**config.mk**
```make
export PLATFORM = sky130hd
export DESIGN_NAME = multicycle_control
export DESIGN_NICKNAME = d
export VERILOG_FILES = /design/src/rtl/multicycle_control.sv
export SDC_FILE = /design/constraint.sdc
export NUM_CORES = 1
export LEC_CHECK = 0
export CAP_MARGIN = 5
export CORE_ASPECT_RATIO = 0.9
export CORE_MARGIN = 2
export CORE_UTILIZATION = 48
export CTS_CLUSTER_DIAMETER = 60
export DETAILED_ROUTE_END_ITERATION = 8
export PLACE_DENSITY = 0.95
export SLEW_MARGIN = 15
export SYNTH_ARGS = -nofsm -noshare
export SYNTH_HDL_FRONTEND = slang
export SYNTH_SLANG_ARGS = --single-unit
```
**constraint.sdc**
```tcl
create_clock -name CLK -period 5.3 [get_ports CLK]
set_clock_uncertainty 0.05 [all_clocks]
set_input_delay 1.06 -clock CLK [delete_from_list [all_inputs] [get_ports CLK]]
set_output_delay 1.06 -clock CLK [all_outputs]
set_load 0.005 [all_outputs]
```
**src/rtl/multicycle_control.sv**
```systemverilog
// multicycle_control
//   Multi-cycle sequencing controller for a LEGv8 core. It walks each
//   instruction through FETCH / DECODE / EXECUTE / MEMORY / WRITEBACK on a
//   shared datapath and drives the datapath enables and mux selects each
//   cycle. Memory accesses use a ready handshake, so the controller stalls
//   in FETCH / MEM_RD / MEM_WR until mem_ready is seen.
//
// Ports
//   CLK        in   rising-edge clock
//   reset      in   synchronous, active-high
//   opcode     in   [10:0] IR[31:21], sampled only in DECODE
//   zero       in   ALU zero flag (used in CBZ_EXEC)
//   mem_ready  in   memory completed the current request this cycle
//   mem_req    out  memory request, held until mem_ready
//   mem_we     out  request is a write
//   iord       out  memory address select: 0 = PC, 1 = ALU-out register
//   ir_we      out  load IR from memory read data
//   pc_we      out  update PC
//   pc_sel     out  PC source: 0 = PC+4, 1 = branch-target register
//   tgt_we     out  latch branch target
//   rf_we      out  register-file write
//   mem2reg    out  write-back source: 0 = ALU-out, 1 = memory data
//   reg2loc    out  read port B: 0 = Rm, 1 = Rt
//   alusrc     out  ALU B: 0 = register, 1 = extended immediate
//   aluop      out  [3:0] ALU operation
//   signop     out  [2:0] immediate-extension format
//   halted     out  illegal opcode decoded; sticky until reset
//   state      out  [3:0] current state encoding (debug)

module multicycle_control (
    input  logic        CLK,
    input  logic        reset,
    input  logic [10:0] opcode,
    input  logic        zero,
    input  logic        mem_ready,
    output logic        mem_req,
    output logic        mem_we,
    output logic        iord,
    output logic        ir_we,
    output logic        pc_we,
    output logic        pc_sel,
    output logic        tgt_we,
    output logic        rf_we,
    output logic        mem2reg,
    output logic        reg2loc,
    output logic        alusrc,
    output logic [3:0]  aluop,
    output logic [2:0]  signop,
    output logic        halted,
    output logic [3:0]  state
);

    typedef enum logic [3:0] {
        S_FETCH     = 4'd0,
        S_DECODE    = 4'd1,
        S_EXEC_R    = 4'd2,
        S_EXEC_I    = 4'd3,
        S_EXEC_MOVZ = 4'd4,
        S_ADDR      = 4'd5,
        S_MEM_RD    = 4'd6,
        S_MEM_WR    = 4'd7,
        S_WB_ALU    = 4'd8,
        S_WB_MEM    = 4'd9,
        S_CBZ_EXEC  = 4'd10,
        S_JUMP      = 4'd11,
        S_HALT      = 4'd15
    } state_t;

    typedef enum logic [3:0] {
        C_LDUR, C_STUR, C_ADDREG, C_SUBREG, C_ANDREG, C_ORRREG,
        C_ADDIMM, C_SUBIMM, C_CBZ, C_B, C_MOVZ, C_ILLEGAL
    } cls_t;

    state_t state_q, state_d;
    cls_t   cls_q, cls_d;
    cls_t   dec_cls;

    // Priority decode of the live opcode; first matching pattern wins.
    always_comb begin
        dec_cls = C_ILLEGAL;
        casez (opcode)
            11'b??111000010: dec_cls = C_LDUR;
            11'b??111000000: dec_cls = C_STUR;
            11'b?0?01011???: dec_cls = C_ADDREG;
            11'b?1?01011???: dec_cls = C_SUBREG;
            11'b?0001010???: dec_cls = C_ANDREG;
            11'b?0101010???: dec_cls = C_ORRREG;
            11'b?0?10001???: dec_cls = C_ADDIMM;
            11'b?1?10001???: dec_cls = C_SUBIMM;
            11'b?011010????: dec_cls = C_CBZ;
            11'b?00101?????: dec_cls = C_B;
            11'b110100101??: dec_cls = C_MOVZ;
            default:         dec_cls = C_ILLEGAL;
        endcase
    end

    // The class is captured once in DECODE; later states use the registered
    // copy because the IR input is not guaranteed stable afterwards.
    assign cls_d = (state_q == S_DECODE) ? dec_cls : cls_q;

    always_ff @(posedge CLK) begin
        if (reset) begin
            state_q <= S_FETCH;
            cls_q   <= C_ILLEGAL;
        end else begin
            state_q <= state_d;
            cls_q   <= cls_d;
        end
    end

    always_comb begin
        state_d = state_q;
        mem_req = 1'b0;
        mem_we  = 1'b0;
        iord    = 1'b0;
        ir_we   = 1'b0;
        pc_we   = 1'b0;
        pc_sel  = 1'b0;
        tgt_we  = 1'b0;
        rf_we   = 1'b0;
        mem2reg = 1'b0;
        reg2loc = 1'b0;
        alusrc  = 1'b0;
        aluop   = 4'b0000;
        signop  = 3'b000;
        halted  = 1'b0;

        case (state_q)
            S_FETCH: begin
                mem_req = 1'b1;
                if (mem_ready) begin
                    ir_we   = 1'b1;
                    pc_we   = 1'b1;
                    state_d = S_DECODE;
                end
            end
            S_DECODE: begin
                tgt_we  = 1'b1;
                reg2loc = (dec_cls == C_STUR) || (dec_cls == C_CBZ);
                if (dec_cls == C_B)        signop = 3'b010;
                else if (dec_cls == C_CBZ) signop = 3'b011;
                case (dec_cls)
                    C_ADDREG, C_SUBREG, C_ANDREG, C_ORRREG: state_d = S_EXEC_R;
                    C_ADDIMM, C_SUBIMM:                     state_d = S_EXEC_I;
                    C_MOVZ:                                 state_d = S_EXEC_MOVZ;
                    C_LDUR, C_STUR:                         state_d = S_ADDR;
                    C_CBZ:                                  state_d = S_CBZ_EXEC;
                    C_B:                                    state_d = S_JUMP;
                    default:                                state_d = S_HALT;
                endcase
            end
            S_EXEC_R: begin
                case (cls_q)
                    C_SUBREG: aluop = 4'b0110;
                    C_ANDREG: aluop = 4'b0000;
                    C_ORRREG: aluop = 4'b0001;
                    default:  aluop = 4'b0010;
                endcase
                state_d = S_WB_ALU;
            end
            S_EXEC_I: begin
                alusrc  = 1'b1;
                aluop   = (cls_q == C_SUBIMM) ? 4'b0110 : 4'b0010;
                state_d = S_WB_ALU;
            end
            S_EXEC_MOVZ: begin
                alusrc  = 1'b1;
                signop  = 3'b100;
                aluop   = 4'b0111;
                state_d = S_WB_ALU;
            end
            S_ADDR: begin
                alusrc  = 1'b1;
                signop  = 3'b001;
                aluop   = 4'b0010;
                state_d = (cls_q == C_STUR) ? S_MEM_WR : S_MEM_RD;
            end
            S_MEM_RD: begin
                mem_req = 1'b1;
                iord    = 1'b1;
                if (mem_ready) state_d = S_WB_MEM;
            end
            S_MEM_WR: begin
                mem_req = 1'b1;
                mem_we  = 1'b1;
                iord    = 1'b1;
                reg2loc = 1'b1;
                if (mem_ready) state_d = S_FETCH;
            end
            S_WB_ALU: begin
                rf_we   = 1'b1;
                state_d = S_FETCH;
            end
            S_WB_MEM: begin
                rf_we   = 1'b1;
                mem2reg = 1'b1;
                state_d = S_FETCH;
            end
            S_CBZ_EXEC: begin
                reg2loc = 1'b1;
                aluop   = 4'b0111;
                pc_we   = zero;
                pc_sel  = 1'b1;
                state_d = S_FETCH;
            end
            S_JUMP: begin
                pc_we   = 1'b1;
                pc_sel  = 1'b1;
                state_d = S_FETCH;
            end
            S_HALT: begin
                halted  = 1'b1;
                state_d = S_HALT;
            end
            default: state_d = S_FETCH;
        endcase

        // Side-effecting strobes are suppressed for the whole reset cycle,
        // including a FETCH that was mid-wait when reset arrived.
        if (reset) begin
            mem_req = 1'b0;
            mem_we  = 1'b0;
            ir_we   = 1'b0;
            pc_we   = 1'b0;
            tgt_we  = 1'b0;
            rf_we   = 1'b0;
        end
    end

    assign state = state_q;

endmodule

```
======== Yosys cells after proc, flatten, opt, wreduce, memory -nomap -nowiden ========
Memory sizes are Yosys's and may differ from the RTL's.
Cells that the tools add are included.
cells by class
  add/subtract/negate cells ............... 0
  multipliers ............................. 0
  divide/modulo/power cells ............... 0
  magnitude comparators ................... 0
  equality and inequality tests ........... 34
  shift operators ......................... 0
  mux-type cells .......................... 31
  bitwise operators ....................... 0
  reductions and logical operators ........ 11
operator list
  cell                                                                   number
  4-bit one-hot mux with 11 select lines                                 1
  4-bit by 3-bit equality test with 1-bit output, second input constant  7
  4-bit equality test, second input constant                             7
  4-bit one-hot mux with 7 select lines                                  1
  9-bit equality test, second input constant                             3
  1-bit two-way mux                                                      18
  3-bit one-hot mux with 3 select lines                                  2
  4-bit by 1-bit equality test with 1-bit output, second input constant  3
  4-bit by 2-bit equality test with 1-bit output, second input constant  3
  6-bit by 5-bit equality test with 1-bit output, second input constant  2
  6-bit equality test, second input constant                             2
  4-bit two-way mux                                                      3
  3-bit one-hot mux with 4 select lines                                  1
  2-bit OR reduction                                                     5
  3-bit OR reduction                                                     3
  7-bit by 4-bit equality test with 1-bit output, second input constant  1
  7-bit by 6-bit equality test with 1-bit output, second input constant  1
  6-bit by 4-bit equality test with 1-bit output, second input constant  1
  2-bit inequality test, second input constant                           3
  5-bit by 3-bit equality test with 1-bit output, second input constant  1
  4-bit zero test                                                        1
  2-bit two-way mux                                                      2
  3-bit two-way mux                                                      1
  1-bit one-hot mux with 3 select lines                                  1
  other kinds (3)                                                        3
storage, ports and cells
  register bits after elaboration ......... 8
  bits in latches ......................... 0
  RAM bits ................................ 0
  ROM bits ................................ 64
  bits of input ports ..................... 15
  output and inout port bits .............. 23
  logic and storage cells ................. 79
  memories ................................ 1
memory list
  memory           words  width  rd ports  clocked after memory_dff  write ports  line  RTL
  (no name shown)  16     4      1         0                         0            142   case (dec_cls)

======== Logic depth before layout (Yosys ltp) ========
Gate-level depths: netlist (run 1).
  depth after elaboration ................. 6
  gate-level depth with buffers ........... 8
  mapped depth without buffers ............ 8

======== Worst setup path before layout (run 1) ========
Ideal clock, no wire load.
  kind .................................... input-to-output
  start ................................... input port opcode[6]
  end ..................................... output port signop[1]
  arrival ................................. 2.209 ns
  data required time ...................... 4.190 ns
  setup slack ............................. 1.981 ns
  stages .................................. 5
  path buffers ............................ 0
  cell sequence ........................... or3b_1 -> o31a_1 -> o221ai_2 -> and2_4 -> and3_1
between the ends
  cells in the longest elaborated chain, start to end .. 6
  elaborated cells on any way between the ends .. 17
  classes of those cells .................. eq/ne: 13; mux: 4
RTL lines
  element                                      line  RTL
  start, declared                              33    input logic [10:0] opcode,
  9-bit equality test (tied with other cells)  81    casez (opcode)
  4-bit one-hot mux with 11 select lines (*)   81
  4-bit equality test                          141   else if (dec_cls == C_CBZ) signop = 3'b011;
  2-bit two-way mux                            141
  2-bit two-way mux (*)                        140   if (dec_cls == C_B) signop = 3'b010;
  3-bit one-hot mux with 3 select lines (*)    128   case (state_q)
  end, declared                                48    output logic [2:0] signop,
Every way passes the cells marked *; elsewhere a longest branch is shown, timed or not.

======== Final worst setup path (run 1) ========
  start ................................... input port opcode[4]
  end ..................................... output port signop[1]
between the ends
  cells in the longest elaborated chain, start to end .. 6
  elaborated cells on any way between the ends .. 16
  classes of those cells .................. eq/ne: 12; mux: 4
RTL lines
  element                                      line
  9-bit equality test (tied with other cells)  81
  4-bit one-hot mux with 11 select lines (*)   81
  4-bit equality test                          141
  2-bit two-way mux                            141
  2-bit two-way mux (*)                        140
  3-bit one-hot mux with 3 select lines (*)    128
Marked as above.

==> flow_metrics.py, run 1 <==
metrics = {
    "job": {
        "drv_cap": 0,
    },
    "layout": {
        "final_core_util_pct": 66.6,
        "diodes": 0,
        "area_growth_pct": 33.3,
        "finalNetCount": 199,
        "drive_gt1_share_pct": 7.78,
    },
    "timing": {
        "worst_pin_slew_ns": 0.703,
        "clock.fmax_ghz": 0.223,
        "whs_ns": 0.476,
        "period_minus_slack_ns": 4.49,
        "drv_slew": 0,
        "fin_crit_sh_pct": 84.8,
        "tns_ns": 0,
        "relSlewSlack_pct": 53.1,
        "finalHoldViolCount": 0,
        "setup_viol": 0,
        "rsz0062_at_grt": "no",
    },
    "floorplanning": {
        "die-area_mm2": 0.00265,
        "start_util_pct": 49.9,
        "die_x_um": 54.0,
        "std_cell_rows": 16,
        "io-pin-count": 38,
        "core_mm2": 0.00216,
        "die_h_um": 49.0,
    },
    "placed_design": {
        "place.gp.congestion": 1.02,
        "io_buffers": 36,
        "dp_hpwl_um": 2350,
    },
    "yosys": {
        "syn_area_per_cell_um2": 7.15,
        "synth_nets": 168,
        "synth_area_mm2": 0.00108,
        "synthArstFlopShare_pct": 0,
        "yosys_most_used_dff": "dfxtp_1",
        "yosysWarnings": 0,
        "yosysUniqueCellTypes": 57,
        "synth_edf_count": 0,
        "seq_area_frac_synth_pct": 14.8,
        "netlist_instances": 151,
        "yosys_register_bits": 8,
    },
    "detailed_routing": {
        "ant_nets": 0,
        "drc": 0,
        "initialDrtViolationCount": 60,
        "firstDrtPassIters": 4,
        "num_vias": 1284,
        "routed_wl_um": 3050,
        "wl_per_cell_um": 14.7,
        "routed_via_density": 6.20,
    },
    "cts": {
        "path_clk_slew_ns": 0.05,
        "htreeDepth": 1,
        "numClockSinks": 8,
        "cts_buffers": 3,
        "cts-root-buf": "clkbuf_4",
        "cts_hold_buf": 0,
        "cts_resized": 0,
        "cts_tree": "built",
        "cts_setup_buffers": 0,
        "clk_latency_ns": 0.26,
        "clock_path_buffers": 2,
    },
    "setup_path": {
        "worstSetupPathType": "in -> out",
        "crit_path_end_kind": "primary output",
        "cp-start-kind": "input pin",
        "worst-path-max-fanout": 7,
        "critPathArrivalTime_ns": 3.38,
        "required_ns": 4.19,
    },
    "global_route": {
        "grt_max_degree": 25,
        "grtUsageTotal_pct": 25.4,
        "grt_first_pass_wirelength_um": 5040,
        "grt_pass1_vias": 1090,
        "overflow": 0,
        "antenna_found_initial": 0,
    },
    "power_and_ir_drop": {
        "power.static_leakage_nw": 0.526,
        "peakVddDrop_v": 0.000220,
        "p_per_area_mw_per_mm2": 298,
    },
    "min_path": {
        "hp-class": "reg -> reg",
    },
    "outcome": {
        "status": "complete, no violations",
    },
}
## final timing paths
kind,start,to,slack (ns),depth (start not counted)
setup reg to reg,state[0],state[0],3.27,5
hold reg to reg,cls_q[3],cls_q[3],0.48,2
hold / removal,cls_q[3],cls_q[3],0.48,2
setup / recovery,opcode[4],signop[1],0.81,6
## worst max-delay path: stages
cell and delay, ns:
clkdlybuf4s50_1 0.59, and4bb_1 0.29, o31ai_1 0.54, and2_4 0.28, and3_1 0.14, clkdlybuf4s50_1 0.49
## flip-flops by register name, indices dropped and copies added, names as in the netlist
| register | flops |
|---|---|
| cls_q | 4 |
| state | 4 |
## per-stage QoR
stage	power [W]	cell area (µm²)	setup slack (ns)	instances
2_1_floorplan	0.000277	1080	1.98	151
3_3_place_gp	0.000370	1420	0.917	204
3_5_place_dp	0.000379	1420	0.849	204
4_1_cts	0.000429	1440	0.842	207
5_1_grt	0.000466	1440	0.747	207
6_report	0.000429	1440	0.807	207
## synthesized netlist by cell type (2+ instances only)
library cell  instances  area (µm²)
a21oi_1               9        45.0
a31oi_1               5        31.3
and3_1                4        25.0
and4bb_1              2        25.0
clkbuf_1              6        22.5
dfxtp_1               8         160
ha_1                  2        25.0
inv_1                 5        18.8
nand2_1              12        45.0
nand2b_1              7        43.8
nand3_1               3        15.0
nand3b_1              2        15.0
nand4_1               3        18.8
nand4bb_1             2        22.5
nor2_1               17        63.8
nor2b_1               4        25.0
nor3_1                7        35.0
nor4_1                2        12.5
nor4b_1               2        17.5
o211ai_1              3        22.5
o211ai_2              2        25.0
o21a_1                4        30.0
o21ai_0               3        15.0
o21ai_1               2        10.0
o22ai_1               2        12.5
or3_1                 2        12.5
## layout make-up
cell class                      count  area (µm²)
Timing Repair Buffer               36         360
Tap cell                           27        33.8
Clock buffer                        3        22.5
Fill cell                         163         723
Multi-Input combinational cell    128         843
Inverter                            5        18.8
Sequential cell                     8         160
## cells by family after synthesis
logic type | Yosys count | synth area share [%]
fa+ha+maj | 2 | 2.32
simple gates | 79 | 43.2
buf+inv | 15 | 7.07
flops | 8 | 14.8
other cells | 1 | 0.347
compound gates | 46 | 32.2
## power breakdown
group | internal [W] | switching [W]
clock | 0.0000259 | 0.0000205
sequential | 0.0000768 | 0.0000561
combinational | 0.000142 | 0.000108
## cell usage in the layout, fill, tap and decap left out, types with 4 or more instances in the layout
master,n
a21oi_1,9
a31oi_1,5
and3_1,4
clkdlybuf4s50_1,36
dfxtp_1,8
inv_1,5
nand2_1,12
nand2b_1,7
nor2_1,17
nor2b_1,4
nor3_1,7
o21a_1,4
## per-layer routing
metal  GRT usage [%]  vias up  part of all wire, %
met5               0        -                    0
met3            5.52       12                  8.1
met4            7.92        0                  1.2
met2            38.2       63                   48
met1            35.5      577                   43
li1                -      632                    -
(Power assumes the default switching activity.)
==> run 2, diff against run 1 <==
CORE_UTILIZATION = 41   (was 48)
PLACE_DENSITY = 0.87   (was 0.95)
clock period = 3.9 ns   (was 5.3 ns; I/O delays follow)
==> run 2 against run 1 <==
Compared with the run above: clock-buffer cell count is the same; power up 42%; non-clock buffer count grew 7; cell count increased by 3.9%; sequential cell count unchanged; sequential power increased by 20%; critical path depth rose by 1; clock power is 48% higher; hold slack worse by 0.0054 ns; critical path type unchanged; critical endpoint unchanged; largest cell class unchanged; largest power group unchanged.
==> flow_metrics.py, run 2 (synthesized netlist as in run 1, its figures left out) <==
metrics = {
    "cts": {
        "cts_tree": "built",
        "numClockSinks": 8,
        "cts_hold_buf": 0,
        "cts-root-buf": "clkbuf_4",
        "clk_latency_ns": 0.27,
        "path_clk_slew_ns": 0.05,
        "htreeDepth": 1,
        "cts_setup_buffers": 0,
        "cts_buffers": 3,
        "clock_path_buffers": 2,
    },
    "timing": {
        "relSlewSlack_pct": 42.4,
        "layout_setup_ws_ns": 0.0391,
        "fin_crit_sh_pct": 99.0,
        "rsz0062_at_grt": "no",
        "period_minus_slack_ns": 3.86,
        "worst_pin_slew_ns": 0.857,
        "setup_viol": 0,
        "drv_slew": 0,
        "finalHoldViolCount": 0,
        "clock.fmax_ghz": 0.259,
        "tns_ns": 0,
    },
    "global_route": {
        "grt_max_degree": 24,
        "grt_pass1_vias": 1148,
        "grtUsageTotal_pct": 24.4,
        "grt_first_pass_wirelength_um": 5650,
        "antenna_found_initial": 0,
        "overflow": 0,
    },
    "layout": {
        "final_area_mm2": 0.00151,
        "drive_gt1_share_pct": 12.3,
        "regArea_um2": 160,
        "area_growth_pct": 40.0,
        "diodes": 0,
        "fillCellCount": 210,
        "finalNetCount": 206,
        "final_common_cell": "clkdlybuf4s50_1",
        "multi_input_area_um2": 858,
        "final_core_util_pct": 61.3,
        "final_cell_mix": "clkdlybuf4s50_1, nor2_1, nand2_1, a21oi_1, dfxtp_1",
    },
    "floorplanning": {
        "die_h_um": 52.7,
        "std_cell_rows": 17,
        "core_mm2": 0.00247,
        "die_x_um": 58.1,
        "io-pin-count": 38,
        "start_util_pct": 43.8,
        "die-area_mm2": 0.00306,
    },
    "power_and_ir_drop": {
        "p_per_area_mw_per_mm2": 402,
        "peakVddDrop_v": 0.000325,
        "power.static_leakage_nw": 0.585,
        "power_w": 0.000607,
    },
    "detailed_routing": {
        "firstDrtPassIters": 5,
        "drc": 0,
        "routed_wl_um": 3510,
        "routed_via_density": 6.17,
        "wl_per_cell_um": 16.3,
        "initialDrtViolationCount": 80,
        "num_vias": 1327,
        "ant_nets": 0,
    },
    "setup_path": {
        "crit_path_end_kind": "primary output",
        "required_ns": 3.07,
        "path_cells": "clkdlybuf4s50_1 > nand4_1 > o31a_1 > o221ai_2 > and2_4 > and3_1 > clkdlybuf4s50_1",
        "crit_path_frequent_cell": "clkdlybuf4s50_1",
        "cp-start-kind": "input pin",
        "r2r_start": "state[0]",
        "crit_path_start": "opcode[9]",
        "critPathArrivalTime_ns": 3.03,
        "cpPeakStageDelay_ns": 0.59,
        "worstSetupPathType": "in -> out",
        "crit_family": "buffers and inverters",
        "critPathSlowestCell": "clkdlybuf4s50_1",
        "worst-path-max-fanout": 5,
        "path_buf_inv": 2,
    },
    "min_path": {
        "min-delay-start": "cls_q[0]",
        "hp-class": "reg -> reg",
    },
    "placed_design": {
        "dp_hpwl_um": 2590,
        "pre_cts_slack_ns": -0.0209,
        "place.gp.congestion": 0.917,
        "placedInstanceArea_mm2": 0.00147,
        "io_buffers": 36,
    },
    "outcome": {
        "status": "complete, no violations",
    },
    "job": {
        "drv_cap": 0,
    },
}
==> run 2: changes by cell type in the layout (fill, tap and decap cells not counted) <==
cell and delta:
buf_4 +7, clkdlybuf4s50_1 -3, dlygate4sd2_1 +1, dlymetal6s2s_1 +2, o21ai_1 -1, o21ai_2 +1
o31ai_2 -1, o31ai_4 +1, or3b_1 -1, or3b_4 +1
==> run 2: final timing paths <==
path,endpoint,slack (ns),cells past startpoint
max,signop[1],0.04,7
min,cls_q[0],0.47,2
max reg2reg,state[1],1.58,5
min reg2reg,cls_q[0],0.47,2
==> run 2: worst min-delay path: cells and delay by family (launching register included) <==
kind	cells	cell delay, ns
DFF	1	0.32
AOI/OAI and AO/OA	1	0.11
and+or+nand+nor	1	0.05
==> run 2: area by class of cell <==
class / instances / share of cell area [%]
inverters: 5 / 1.24
flip-flops and latches: 8 / 10.6
well taps: 28 / 2.32
multi-input cells: 128 / 56.8
clock buffers: 3 / 1.49
repair buffers: 43 / 27.6
==> run 2: what timing repair did <==
action,4_1_cts,5_1_grt
gates resized for setup,1,5
endpoints found under the setup margin,1,2
pin swaps,0,1
==> run 2: per-stage QoR <==
stage               std cells  hold slack [ns]
global route              215            0.512
detailed placement        212            0.456
CTS                       215            0.472
finish                    215            0.470
floorplan                 151            0.427
global placement          212            0.453
==> run 2: report_power, final <==
part           total [W]  leakage (nW)  switching (W)  internal (W)
combinational   0.000379         0.505       0.000178      0.000202
sequential      0.000159        0.0655      0.0000552      0.000104
clock          0.0000689        0.0138      0.0000333     0.0000355
==> run 2: metal layers <==
| metal | GRT usage (%) | vias to the layer above | wire length, µm |
|---|---|---|---|
| met1 | 32.8 | 584 | 1510 |
| met5 | 0 | - | 0 |
| li1 | - | 643 | - |
| met3 | 4.69 | 21 | 310 |
| met4 | 10.5 | 0 | 151 |
| met2 | 37.7 | 79 | 1540 |
==> run 3, diff against run 2 <==
TNS_END_PERCENT = 20   (was unset)
==> results of run 3 <==
No change in the layout: final DEF, timing and power equal those of run 2.
